File: src/rtl/cfg_defs.v
// Shared scan-chain constants: loader state encodings and the per-CLB chain length
// from which multi-CLB fabric chain lengths are derived.
`ifndef CFG_DEFS_V
`define CFG_DEFS_V
`define CFG_IDLE 2'd0
`define CFG_LOAD 2'd1
`define CFG_DONE 2'd2
// is_comb bit + connection-mux config + LUT SRAM
`define CFG_CLB_CHAIN_LEN 29
`endif

File: src/rtl/scan_cfg_loader_pkg.sv
// Types and default sizes shared by the scan configuration loader files.
package scan_cfg_loader_pkg;
`include "cfg_defs.v"

   typedef enum logic [1:0] {
      ST_IDLE = `CFG_IDLE,
      ST_LOAD = `CFG_LOAD,
      ST_DONE = `CFG_DONE
   } cfg_state_e;

   localparam int DEF_CHAIN_LEN  = `CFG_CLB_CHAIN_LEN;
   localparam int DEF_WORD_WIDTH = 8;
   localparam int DEF_CNT_WIDTH  = 5;
endpackage

File: src/rtl/scan_cfg_if.sv
// Host stream, chain serial pins and status of the scan configuration loader.
interface scan_cfg_if #(
   parameter int WORD_WIDTH = 8
);
   logic                  start;
   logic                  abort;
   logic [WORD_WIDTH-1:0] cfg_data;
   logic                  cfg_valid;
   logic                  cfg_ready;
   logic                  scan_en;
   logic                  scan_out;
   logic                  scan_in;
   logic [WORD_WIDTH-1:0] rd_data;
   logic                  rd_valid;
   logic                  busy;
   logic                  done;

   modport slave (
      input  start, abort, cfg_data, cfg_valid, scan_in,
      output cfg_ready, scan_en, scan_out, rd_data, rd_valid, busy, done
   );

   modport master (
      output start, abort, cfg_data, cfg_valid, scan_in,
      input  cfg_ready, scan_en, scan_out, rd_data, rd_valid, busy, done
   );
endinterface

File: src/rtl/scan_deser.sv
// Readback accumulator: packs bits leaving the chain tail into words, LSB first,
// flushing a zero-padded partial word when the load's last bit is captured.
module scan_deser
   import scan_cfg_loader_pkg::*;
#(
   parameter int WORD_WIDTH = DEF_WORD_WIDTH
) (
   input  logic                  clk,
   input  logic                  rst,
   input  logic                  clr_i,
   input  logic                  shift_i,
   input  logic                  bit_i,
   input  logic                  last_i,
   output logic [WORD_WIDTH-1:0] rd_data_o,
   output logic                  rd_valid_o
);
   localparam int KW = (WORD_WIDTH > 1) ? $clog2(WORD_WIDTH) : 1;
   localparam logic [KW-1:0] K_LAST = KW'(WORD_WIDTH - 1);

   logic [KW-1:0]         k_q, k_d;
   logic [WORD_WIDTH-1:0] acc_q, acc_d, word;
   logic [WORD_WIDTH-1:0] rd_data_q, rd_data_d;
   logic                  rd_valid_q, rd_valid_d;

   always_comb begin
      acc_d      = acc_q;
      k_d        = k_q;
      rd_data_d  = rd_data_q;
      rd_valid_d = 1'b0;
      word       = acc_q;
      word[k_q]  = bit_i;
      if (clr_i) begin
         acc_d = '0;
         k_d   = '0;
      end else if (shift_i) begin
         if (last_i || k_q == K_LAST) begin
            rd_data_d  = word;
            rd_valid_d = 1'b1;
            acc_d      = '0;
            k_d        = '0;
         end else begin
            acc_d = word;
            k_d   = k_q + 1'b1;
         end
      end
   end

   always_ff @(posedge clk or posedge rst) begin
      if (rst) begin
         k_q        <= '0;
         acc_q      <= '0;
         rd_data_q  <= '0;
         rd_valid_q <= 1'b0;
      end else begin
         k_q        <= k_d;
         acc_q      <= acc_d;
         rd_data_q  <= rd_data_d;
         rd_valid_q <= rd_valid_d;
      end
   end

   assign rd_data_o  = rd_data_q;
   assign rd_valid_o = rd_valid_q;
endmodule

File: src/rtl/scan_cfg_loader.sv
// Serializes host configuration words LSB-first onto the CLB scan chain for exactly
// CHAIN_LEN shifts, while reading back the previous chain contents from the tail.
module scan_cfg_loader
   import scan_cfg_loader_pkg::*;
#(
   parameter int CHAIN_LEN  = DEF_CHAIN_LEN,
   parameter int WORD_WIDTH = DEF_WORD_WIDTH,
   parameter int CNT_WIDTH  = DEF_CNT_WIDTH
) (
   input  logic       clk,
   input  logic       rst,
   scan_cfg_if.slave  bus
);
   localparam logic [CNT_WIDTH-1:0] CL_C  = CNT_WIDTH'(CHAIN_LEN);
   localparam logic [CNT_WIDTH-1:0] WW_C  = CNT_WIDTH'(WORD_WIDTH);
   localparam logic [CNT_WIDTH-1:0] ONE_C = CNT_WIDTH'(1);

   cfg_state_e            state_q, state_d;
   logic [CNT_WIDTH-1:0]  rem_q, rem_d;
   logic [CNT_WIDTH-1:0]  bcnt_q, bcnt_d;
   logic [CNT_WIDTH-1:0]  avail;
   logic [WORD_WIDTH-1:0] buf_q, buf_d;
   logic                  in_load, shift, accept, launch, kill;

   // rem >= bcnt always holds, so avail is the count of bits not yet buffered
   assign in_load = (state_q == ST_LOAD);
   assign shift   = (bcnt_q != '0);
   assign avail   = rem_q - bcnt_q;
   assign launch  = bus.start && !in_load;
   assign kill    = in_load && bus.abort;
   assign accept  = bus.cfg_valid && bus.cfg_ready;

   assign bus.cfg_ready = in_load && (bcnt_q <= ONE_C) && (avail != '0);
   assign bus.scan_en   = shift;
   assign bus.scan_out  = buf_q[0];
   assign bus.busy      = in_load;
   assign bus.done      = (state_q == ST_DONE);

   always_comb begin
      state_d = state_q;
      rem_d   = rem_q;
      bcnt_d  = bcnt_q;
      buf_d   = buf_q;
      unique case (state_q)
         ST_LOAD: begin
            if (bus.abort) begin
               state_d = ST_IDLE;
               rem_d   = '0;
               bcnt_d  = '0;
            end else begin
               if (shift) begin
                  buf_d  = buf_q >> 1;
                  bcnt_d = bcnt_q - 1'b1;
                  rem_d  = rem_q - 1'b1;
                  if (rem_q == ONE_C) state_d = ST_DONE;
               end
               // a word accepted on the last shift of its predecessor refills buf directly
               if (accept) begin
                  buf_d  = bus.cfg_data;
                  bcnt_d = (avail < WW_C) ? avail : WW_C;
               end
            end
         end
         default: begin
            if (bus.start) begin
               state_d = ST_LOAD;
               rem_d   = CL_C;
               bcnt_d  = '0;
               buf_d   = '0;
            end
         end
      endcase
   end

   always_ff @(posedge clk or posedge rst) begin
      if (rst) begin
         state_q <= ST_IDLE;
         rem_q   <= '0;
         bcnt_q  <= '0;
         buf_q   <= '0;
      end else begin
         state_q <= state_d;
         rem_q   <= rem_d;
         bcnt_q  <= bcnt_d;
         buf_q   <= buf_d;
      end
   end

   scan_deser #(.WORD_WIDTH(WORD_WIDTH)) u_deser (
      .clk        (clk),
      .rst        (rst),
      .clr_i      (launch || kill),
      .shift_i    (shift && in_load && !bus.abort),
      .bit_i      (bus.scan_in),
      .last_i     (rem_q == ONE_C),
      .rd_data_o  (bus.rd_data),
      .rd_valid_o (bus.rd_valid)
   );
endmodule
File: src/flat_wrapper.sv
// flat-port wrapper written by rule: the top's interface ports become plain ports
module scan_cfg_loader_flat import scan_cfg_loader_pkg::*;
#(
   parameter int CHAIN_LEN  = DEF_CHAIN_LEN,
   parameter int WORD_WIDTH = DEF_WORD_WIDTH,
   parameter int CNT_WIDTH  = DEF_CNT_WIDTH
)
  (clk, rst, bus_start, bus_abort, bus_cfg_data, bus_cfg_valid, bus_scan_in, bus_cfg_ready, bus_scan_en, bus_scan_out, bus_rd_data, bus_rd_valid, bus_busy, bus_done);
  scan_cfg_if #(.WORD_WIDTH(WORD_WIDTH)) bus_i ();
  input  logic clk;
  input  logic rst;
  input wire logic [$bits(bus_i.start)-1:0] bus_start;
  input wire logic [$bits(bus_i.abort)-1:0] bus_abort;
  input wire logic [$bits(bus_i.cfg_data)-1:0] bus_cfg_data;
  input wire logic [$bits(bus_i.cfg_valid)-1:0] bus_cfg_valid;
  input wire logic [$bits(bus_i.scan_in)-1:0] bus_scan_in;
  output wire logic [$bits(bus_i.cfg_ready)-1:0] bus_cfg_ready;
  output wire logic [$bits(bus_i.scan_en)-1:0] bus_scan_en;
  output wire logic [$bits(bus_i.scan_out)-1:0] bus_scan_out;
  output wire logic [$bits(bus_i.rd_data)-1:0] bus_rd_data;
  output wire logic [$bits(bus_i.rd_valid)-1:0] bus_rd_valid;
  output wire logic [$bits(bus_i.busy)-1:0] bus_busy;
  output wire logic [$bits(bus_i.done)-1:0] bus_done;
  assign bus_i.start = bus_start;
  assign bus_i.abort = bus_abort;
  assign bus_i.cfg_data = bus_cfg_data;
  assign bus_i.cfg_valid = bus_cfg_valid;
  assign bus_i.scan_in = bus_scan_in;
  assign bus_cfg_ready = bus_i.cfg_ready;
  assign bus_scan_en = bus_i.scan_en;
  assign bus_scan_out = bus_i.scan_out;
  assign bus_rd_data = bus_i.rd_data;
  assign bus_rd_valid = bus_i.rd_valid;
  assign bus_busy = bus_i.busy;
  assign bus_done = bus_i.done;
  scan_cfg_loader #(.CHAIN_LEN(CHAIN_LEN), .WORD_WIDTH(WORD_WIDTH), .CNT_WIDTH(CNT_WIDTH)) u_core (.clk(clk), .rst(rst), .bus(bus_i));
endmodule
File: config.mk
export PLATFORM = sky130hd
export DESIGN_NAME = scan_cfg_loader_flat
export DESIGN_NICKNAME = d
export VERILOG_FILES = /design/src/rtl/scan_cfg_loader_pkg.sv /design/src/rtl/scan_cfg_if.sv /design/src/rtl/scan_deser.sv /design/src/rtl/scan_cfg_loader.sv /design/src/flat_wrapper.sv
export VERILOG_INCLUDE_DIRS = /design/src /design/src/rtl
export SDC_FILE = /design/constraint.sdc
export NUM_CORES = 1
export LEC_CHECK = 0
export CAP_MARGIN = 15
export CORE_MARGIN = 10
export CORE_UTILIZATION = 55
export CTS_CLUSTER_DIAMETER = 150
export DETAILED_ROUTE_END_ITERATION = 8
export GPL_ROUTABILITY_DRIVEN = 0
export PLACE_DENSITY_LB_ADDON = 0.1
export SLEW_MARGIN = 10
export SYNTH_ARGS = -nofsm -noshare
export SYNTH_HDL_FRONTEND = slang
export SYNTH_SLANG_ARGS = --single-unit
File: constraint.sdc
create_clock -name clk -period 3.22 [get_ports clk]
set_input_delay 0.644 -clock clk [delete_from_list [all_inputs] [get_ports clk]]
set_output_delay 0.644 -clock clk [all_outputs]
set_load 0.005 [all_outputs]
# Word level (Yosys, flattened, before mapping)
# Cells that the tools add are included.
# Widths: inputs -> output; s select.
[word_totals]
word_cells = 79
reg_bits = 40
output_inout_bits = 14
inputBits = 14
[op_classes]
n_eq_ne = 9
reduce_logical = 21
order_cmp = 4
add_sub_neg = 4
bitwise_logic = 1
muxes = 32
[ops]
columns = ["operator", "n"]
rows = [
  ["$mux 8", 8],
  ["$mux 5", 10],
  ["$mux 2", 5],
  ["$reduce_bool 5->1", 2],
  ["$sub 5x1->5 const B", 2],
  ["$mux 3", 3],
  ["$ne 3x3->1 const B", 3],
  ["$reduce_and 3->1", 3],
  ["$bwmux 8", 1],
  ["$logic_and 1x1->1", 8],
  ["$eq 5x1->1 const B", 1],
  ["$le 5x1->1 const B", 1],
  ["$lt 5x4->1 const B", 1],
  ["$sub 5x5->5", 1],
  ["$lt 3x4->1 const B", 1],
  ["$mux 1", 4],
  ["$ne 4x4->1 const B", 1],
  ["$reduce_and 2->1", 2],
  ["$reduce_bool 2->1", 2],
  ["$add 3x1->3 const B", 1],
  ["$demux 1 s3", 1],
  ["$eq 3x3->1 const B", 1],
  ["$ge 3x1->1 const B", 1],
  ["$eq 2x1->1 const B", 1],
  ["other kinds (5)", 7],
]

# Logic depth before layout (Yosys ltp)
# Gate-level depths: netlist (run 1).
[depth]
word_depth = 8
mapped_depth = 12
depth_no_buf = 10

# Hierarchy
# Synthesis (run 1) repeated with hierarchy kept, for this count alone.
[hier_totals]
hier_cells = 246
hier_area_um2 = 2436.1
[modules_own_cells]
columns = ["mod", "area_per_inst_um2", "cells_per_inst", "n_inst", "seq_area_each_um2"]
rows = [
  ["scan_cfg_loader", 1391.3, 151, 1, 500.5],
  ["scan_deser", 1044.8, 95, 1, 500.5],
]

# Least setup slack after synthesis (run 1)
# No wires, ideal clock.
[synth_timing]
path_type = "register to register"
from = "register u_core.rem_q[0]"
to = "register u_core.buf_q[2]"
path_slack_ns = 0.622
synth_period_minus_slack_ns = 2.598
n_path_buf = 1
setup_ns = 0.126
arrival_time_ns = 2.471
path_stages_with_launch = 12
cell_sequence = "dfrtp_1 > inv_1 > ha_1 > inv_1 > fa_1 > nand3_1 > a21oi_1 > or4_4 > o21ba_1 > buf_6 > and3_1 > a311o_1"
[synth_via]
elab_chain_cells = 7
elab_cells_between_ends = 9
[synth_rtl]
columns = ["element", "line", "source"]
rows = [
  ["start, declared", "scan_cfg_loader.sv:19", "logic [CNT_WIDTH-1:0] rem_q, rem_d;"],
  ["start signal, assigned", "scan_cfg_loader.sv:83", "rem_q <= rem_d;"],
  ["$sub 5x5->5 *", "scan_cfg_loader.sv:28", "assign avail = rem_q - bcnt_q;"],
  ["$reduce_bool 5->1 *", "scan_cfg_loader.sv:33", "assign bus.cfg_ready = in_load && (bcnt_q <= ONE_C) && (avail != '0);"],
  ["$logic_and 1x1->1 *", "scan_cfg_loader.sv:33", ""],
  ["$logic_and 1x1->1 *", "scan_cfg_loader.sv:31", "assign accept = bus.cfg_valid && bus.cfg_ready;"],
  ["$mux 8", "scan_cfg_loader.sv:58", "if (accept) begin"],
  ["$mux 8", "scan_cfg_loader.sv:46", "if (bus.abort) begin"],
  ["$mux 8", "scan_cfg_loader.sv:44", "unique case (state_q)"],
  ["end signal, assigned", "scan_cfg_loader.sv:85", "buf_q <= buf_d;"],
  ["end, declared", "scan_cfg_loader.sv:22", "logic [WORD_WIDTH-1:0] buf_q, buf_d;"],
]
# Mark *: on every way between the ends. The rest lies on a longest branch, timed or not. The select of a mux whose other input is x is not followed.
# A chain may end at the register's enable or synchronous reset.

# Worst setup path in the final report (run 1)
[layout_timing]
from = "register u_core.bcnt_q[2]"
to = "output port bus_cfg_ready"
[layout_via]
elab_chain_cells = 3
elab_cells_between_ends = 5
[layout_rtl]
columns = ["element", "line", "source"]
rows = [
  ["start, declared", "scan_cfg_loader.sv:20", "logic [CNT_WIDTH-1:0] bcnt_q, bcnt_d;"],
  ["start signal, assigned", "scan_cfg_loader.sv:84", "bcnt_q <= bcnt_d;"],
  ["$sub 5x5->5 / $le 5x1->1 (equally long branches)", "scan_cfg_loader.sv:28, scan_cfg_loader.sv:33", ""],
  ["$reduce_bool 5->1 / $logic_and 1x1->1 (equally long branches)", "scan_cfg_loader.sv:33", ""],
  ["$logic_and 1x1->1 *", "scan_cfg_loader.sv:33", ""],
  ["end, declared", "flat_wrapper.sv:17", "output wire logic [$bits(bus_i.cfg_ready)-1:0] bus_cfg_ready;"],
]
# Mark *: on every way between the ends. The rest lies on a longest branch, timed or not.

==> reports/summary.txt, run 1 <==
Outcome -> finished, final reports clean
I/O pins -> 28
Largest cells by area after synthesis -> dfrtp_1 45%, mux2i_1 7.2%, ha_1 6.2%
Peak Freq -> 325.8 MHz
Mapped Cells -> 238
Final ANT Viol Nets -> 0
Die area -> 7016 sq um
Synth cell count leaders -> 40 x dfrtp_1, 34 x nand2_1, 23 x o21ai_0
Lkg Pwr -> 1.238 nW
Starting Density -> 0.5630
Met2 usage -> 0.2446
Area Growth Syn to Fin -> 20.20%
Most used routing layer -> met2
RSZ-0062 raised after global routing -> false
Drt pass-1 iters -> 4
Clk_lat worst skew -> 300 ps
Slew @ Worst Pin -> 833.8 ps
Slack of the critical path -> 150.8 ps
Die X -> 83.76 microns
Synth async-reset ratio -> 1.000
Post-synth EDFFs -> 0
CTS buffer count -> 5
Setup violators final -> 0
Crit path launch -> u_core.bcnt_q[2]
First-pass GRT wire length -> 8383 microns
Starting DRT DRC Count -> 130
Sequential area share after synthesis -> 0.4477
Max Cap Violations -> 0
Hold WS -> 482.2 ps
Gr ovfl total -> 0
Hold Path Origin -> u_core.u_deser.acc_q[6]
Syn nets -> 264
Fill count -> 327
Setup Skew -> 5.905 ps
CP Class -> reg2out
Worst hold path class -> reg2reg
Met3 usage -> 0.03516
Startpoint Class -> flop
Detail Placement HPWL -> 3576 microns
Pwr Density -> 890.1 nW/um^2
Die height -> 83.76 microns
Synthesized area -> 2236 sq um
CTS tree -> yes
CTS max path bufs -> 2
Final slew viol count -> 0
Wirelength per Cell -> 15.42 microns
Yosys warnings -> 0
Number of library cell types mapped by synthesis -> 46
Vias -> 1796
Global routing usage on met1 -> 0.1610
Max IR drop VDD -> 0.4447 mV
Clock tree sinks -> 40
Mapped Avg Cell Area -> 9.395 sq um
Input/output buffers -> 27
Endpoints failing hold -> 0
Via/cell ratio -> 5.630
Row Count -> 23
N_diodes -> 0
Final Core Density -> 0.6767
Worst-path clk slew -> 80 ps
Core area -> 3971 sq um
Clock Tree Root -> clkbuf_8
Hold_buf cts -> 0
R2r startpoint -> u_core.bcnt_q[2]
CP arrival -> 2430 ps
Htree depth -> 2
Crit. End Element -> output pin
#FFs+latches synth -> 40
Final min period -> 3069 ps
Worst EP required -> 2580 ps
Final net count -> 294
Vias in the first global route -> 1847
Most numerous cell in the Yosys netlist -> dfrtp_1
Max-slew headroom -> 0.4363
Maximum fanout along the worst path -> 5
Synth Flop Type -> dfrtp_1
Residual DRC count -> 0
Routed WL -> 4920 microns
Final worst path period share -> 0.9532
Total track usage -> 0.1415
Pin count of the biggest net entering global routing -> 41
Initial antenna violation count -> 0
Yosys top cell area share -> 0.4477
Setup WS pre-CTS -> 180.2 ps
Post-synth top area cell -> dfrtp_1
Layout cells sized above 1 -> 0.08922
Fin Setup TNS -> 0 ps
-- registers in the layout, indices dropped and copies added, names as in the netlist --
signal,count
u_core.u_deser.rd_data_o,8
u_core.state_q,2
u_core.buf_q,8
u_core.rem_q,5
u_core.u_deser.acc_q,8
u_core.bcnt_q,5
u_core.u_deser.k_q,3
u_core.u_deser.rd_valid_o,1
-- cell families after synthesis --
logic type / after synthesis / synth area share
compound gates: 62 / 0.1824
xor+xnor: 2 / 0.007836
fa+ha+maj: 12 / 0.07051
buf+inv: 26 / 0.05092
flops: 40 / 0.4477
mux: 16 / 0.07163
simple gates: 80 / 0.1690
-- report_power, final --
part,leakage [nW],internal [mW],switching (mW)
logic,0.639,0.535,0.638
registers,0.537,0.640,0.142
clock network,0.0614,0.254,0.185
-- per-stage QoR --
stage	area [sq um]	instances	power, mW
4_1_cts	2688	319	2.407
2_1_floorplan	2236	238	1.626
6_report	2688	319	2.392
5_1_grt	2688	319	2.605
3_3_place_gp	2556	310	1.935
3_5_place_dp	2556	310	1.958
-- metal layers --
layer	share of wire	wire length, microns
met1	0.44	2177
met4	0.015	75
met5	0	0
met3	0.032	158
met2	0.51	2508
-- repair_timing --
| item | 4_1_cts | 5_1_grt |
|---|---|---|
| endpoints found under the hold margin | 0 | 0 |
| endpoints found under the setup margin | 1 | 0 |
| resized for setup | 3 | 0 |
| setup buffers | 1 | 0 |
-- placed cells by master (no fill, tap or decap), types with 2 or more instances in the layout --
cell / count
dfrtp_1: 39
nand2_1: 34
clkdlybuf4s50_1: 26
o21ai_0: 23
nor2_1: 16
mux2i_1: 16
inv_1: 15
a21oi_1: 12
ha_1: 11
nor3_1: 8
buf_4: 7
clkbuf_8: 6
and3_1: 5
o22ai_1: 4
nand3_1: 3
nand3b_1: 3
o22a_1: 3
a311o_1: 3
nand2b_1: 2
a22o_1: 2
xnor2_1: 2
a31oi_1: 2
-- path summary, 6_finish.rpt --
check	end	slack, ps	cells past startpoint
max	bus_cfg_ready	150	8
min	u_core.u_deser.acc_q[6]	480	2
max reg2reg	u_core.buf_q[0]	440	8
min reg2reg	u_core.u_deser.acc_q[6]	480	2
max in group asynchronous	u_core.bcnt_q[0]	2070	3
min in group asynchronous	u_core.buf_q[4]	780	3
-- worst max-delay path, cell delays in order (launching register included) --
cell,delay (ps)
dfrtp_1,440
inv_1,90
ha_1,350
a21oi_1,180
a21oi_1,90
or4_4,550
nor2_1,120
nor3_1,50
dlygate4sd2_1,260
-- final cells by class --
| type | instances | area (sq um) | share of cell area |
|---|---|---|---|
| Clock inverter | 2 | 38.79 | 0.01443 |
| Sequential cell | 40 | 1002 | 0.3729 |
| Tap cell | 50 | 62.56 | 0.02328 |
| Multi-Input combinational cell | 172 | 1124 | 0.4181 |
| Timing Repair Buffer | 34 | 321.6 | 0.1196 |
| Inverter | 15 | 56.30 | 0.02095 |
| Clock buffer | 6 | 82.58 | 0.03073 |
No activity file was read; power rests on OpenSTA's default activity.
==> run 2: changes to the inputs <==
--- a/config.mk
+++ b/config.mk
@@ -13,6 +13,7 @@
 export DETAILED_ROUTE_END_ITERATION = 8
 export GPL_ROUTABILITY_DRIVEN = 0
 export PLACE_DENSITY_LB_ADDON = 0.1
+export SKIP_CTS_REPAIR_TIMING = 1
 export SLEW_MARGIN = 10
 export SYNTH_ARGS = -nofsm -noshare
 export SYNTH_HDL_FRONTEND = slang
==> run 2 against run 1 <==
Routed wire length is essentially flat. Cell area decreased by 0.14%. Power decreased by 0.28%. Flip-flop and latch count unchanged. Worst setup slack improved by 65 ps. Sequential power is 0.6% higher.
==> reports/summary.txt, run 2 (synthesis gave the netlist of run 1 again) <==
Slew @ Worst Pin -> 829.2 ps (was 833.8 ps)
Crit. End Element -> output pin (unchanged)
Setup Skew -> 4.060 ps (was 5.905 ps)
Clock Tree Root -> clkbuf_8 (unchanged)
Slowest CP cell -> or4_4 (unchanged)
Maximum fanout along the worst path -> 5 (unchanged)
Max-slew headroom -> 0.4394 (was 0.4363)
Final worst path period share -> 0.9328 (was 0.9532)
Starting DRT DRC Count -> 100 (was 130)
CP arrival -> 2360 ps (was 2430 ps)
Final ANT Viol Nets -> 0 (unchanged)
Setup WS pre-CTS -> 180.2 ps (unchanged)
Hold WS -> 481.2 ps (was 482.2 ps)
Critical-path cell list -> inv_1 -> ha_1 -> inv_1 -> fa_2 -> nand3_1 -> a21oi_1 -> or4_4 -> nor2_1 -> nor3_1 -> dlymetal6s2s_1 (was inv_1 -> ha_1 -> a21oi_1 -> a21oi_1 -> or4_4 -> nor2_1 -> nor3_1 -> dlygate4sd2_1)
CTS tree -> yes (unchanged)
Lkg Pwr -> 1.244 nW (was 1.238 nW)
Final slew viol count -> 0 (unchanged)
Htree depth -> 2 (unchanged)
Initial antenna violation count -> 0 (unchanged)
Worst EP required -> 2580 ps (about the same)
Die area -> 7016 sq um (unchanged)
First-pass GRT wire length -> 8342 microns (was 8383 microns)
Overall Power -> 2.386 mW (was 2.392 mW)
Layout cells sized above 1 -> 0.08582 (was 0.08922)
Wirelength per Cell -> 15.47 microns (was 15.42 microns)
Final min period -> 3004 ps (was 3069 ps)
Clk_lat worst skew -> 290 ps (was 300 ps)
Setup violators final -> 0 (unchanged)
Routed WL -> 4918 microns (was 4920 microns)
CTS buffer count -> 5 (unchanged)
I/O pins -> 28 (unchanged)
Vias in the first global route -> 1839 (was 1847)
RSZ-0062 raised after global routing -> false (unchanged)
Final net count -> 293 (was 294)
Worst hold path class -> reg2reg (unchanged)
Fin Setup TNS -> 0 ps (unchanged)
Placed Cells incl. Taps -> 310 (unchanged)
CP Class -> reg2out (unchanged)
Pin count of the biggest net entering global routing -> 41 (unchanged)
CTS max path bufs -> 2 (unchanged)
Commonest non-fill, non-tap cell in the layout -> dfrtp_1 (unchanged)
N_diodes -> 0 (unchanged)
Pwr Density -> 888.9 nW/um^2 (was 890.1 nW/um^2)
Cell area after layout -> 2684 sq um (was 2688 sq um)
Die height -> 83.76 microns (unchanged)
Max IR drop VDD -> 0.4451 mV (was 0.4447 mV)
Slack of the critical path -> 216.3 ps (was 150.8 ps)
Max Cap Violations -> 0 (unchanged)
Drt pass-1 iters -> 4 (unchanged)
Die X -> 83.76 microns (unchanged)
Clock tree sinks -> 40 (unchanged)
Dpl cell area -> 2556 sq um (unchanged)
Row Count -> 23 (unchanged)
Peak Freq -> 332.9 MHz (was 325.8 MHz)
Residual DRC count -> 0 (unchanged)
Crit path largest cell delay -> 500 ps (was 550 ps)
Worst-path clk slew -> 80 ps (about the same)
Most common cell on crit path -> inv_1 (was a21oi_1)
Most frequent cells in the layout -> 39 x dfrtp_1, 34 x nand2_1, 26 x clkdlybuf4s50_1, 23 x o21ai_0 (unchanged)
Gr ovfl total -> 0 (unchanged)
Total track usage -> 0.1411 (was 0.1415)
Starting Density -> 0.5630 (unchanged)
Vias -> 1801 (was 1796)
Area Growth Syn to Fin -> 20.03% (was 20.20%)
Outcome -> finished, final reports clean (unchanged)
Detail Placement HPWL -> 3576 microns (unchanged)
Core area -> 3971 sq um (unchanged)
Input/output buffers -> 27 (unchanged)
Via/cell ratio -> 5.664 (was 5.630)
Endpoints failing hold -> 0 (unchanged)
Startpoint Class -> flop (unchanged)
Final Core Density -> 0.6758 (was 0.6767)
Final Non-Filler Cells -> 318 (was 319)
run 2: changes by cell type in the layout (fill, tap and decap cells not counted), sizes merged:
cell / delta
dlymetal6s2s: +1
buf: -1
dlygate4sd2: -1
run 2: layout make-up:
cell class / instances / area (sq um)
flip-flops and latches: 40 / 1002
repair buffers: 33 / 317.8
fillers: 330 / 1287
inverters: 15 / 56.30
clock inverters: 2 / 38.79
multi-input cells: 172 / 1124
clock buffers: 6 / 82.58
well taps: 50 / 62.56
run 2: worst paths after layout:
path | from | to | slack, ps | depth (start not counted)
worst max-delay path | u_core.rem_q[0] | bus_cfg_ready | 220 | 10
worst min-delay path | u_core.u_deser.acc_q[6] | u_core.u_deser.acc_q[6] | 480 | 2
worst max register to register | u_core.rem_q[0] | u_core.buf_q[0] | 390 | 10
worst min register to register | u_core.u_deser.acc_q[6] | u_core.u_deser.acc_q[6] | 480 | 2
max in group asynchronous | rst | u_core.bcnt_q[0] | 2070 | 3
min in group asynchronous | rst | u_core.u_deser.rd_data_o[3] | 770 | 3
run 2: critical path: cells and delay by family (launching register included):
family / cells / cell delay, ps
flops: 1 / 430
simple gates: 4 / 760
buf+inv: 3 / 310
compound gates: 1 / 70
fa+ha+maj: 2 / 510
run 2: metal layers:
metal,part of all wire,GRT usage
met1,0.43,0.1610
met2,0.52,0.2432
met4,0.012,0.05936
met3,0.037,0.03516
met5,0,0
run 2: power breakdown:
part           switching (mW)  total, mW  internal (mW)  leakage (nW)
Sequential              0.147      0.787          0.640         0.537
Combinational           0.633       1.16          0.530         0.646
Clock                   0.181      0.435          0.253        0.0614
Total                   0.962       2.39           1.42          1.24
==> run 3: changes to the inputs <==
--- a/config.mk
+++ b/config.mk
@@ -12,6 +12,7 @@
 export CTS_CLUSTER_DIAMETER = 150
 export DETAILED_ROUTE_END_ITERATION = 8
 export GPL_ROUTABILITY_DRIVEN = 0
+export HOLD_SLACK_MARGIN = 0.12
 export PLACE_DENSITY_LB_ADDON = 0.1
 export SKIP_CTS_REPAIR_TIMING = 1
 export SLEW_MARGIN = 10
==> results of run 3 <==
No change in the layout: final DEF, timing and power equal those of run 2.
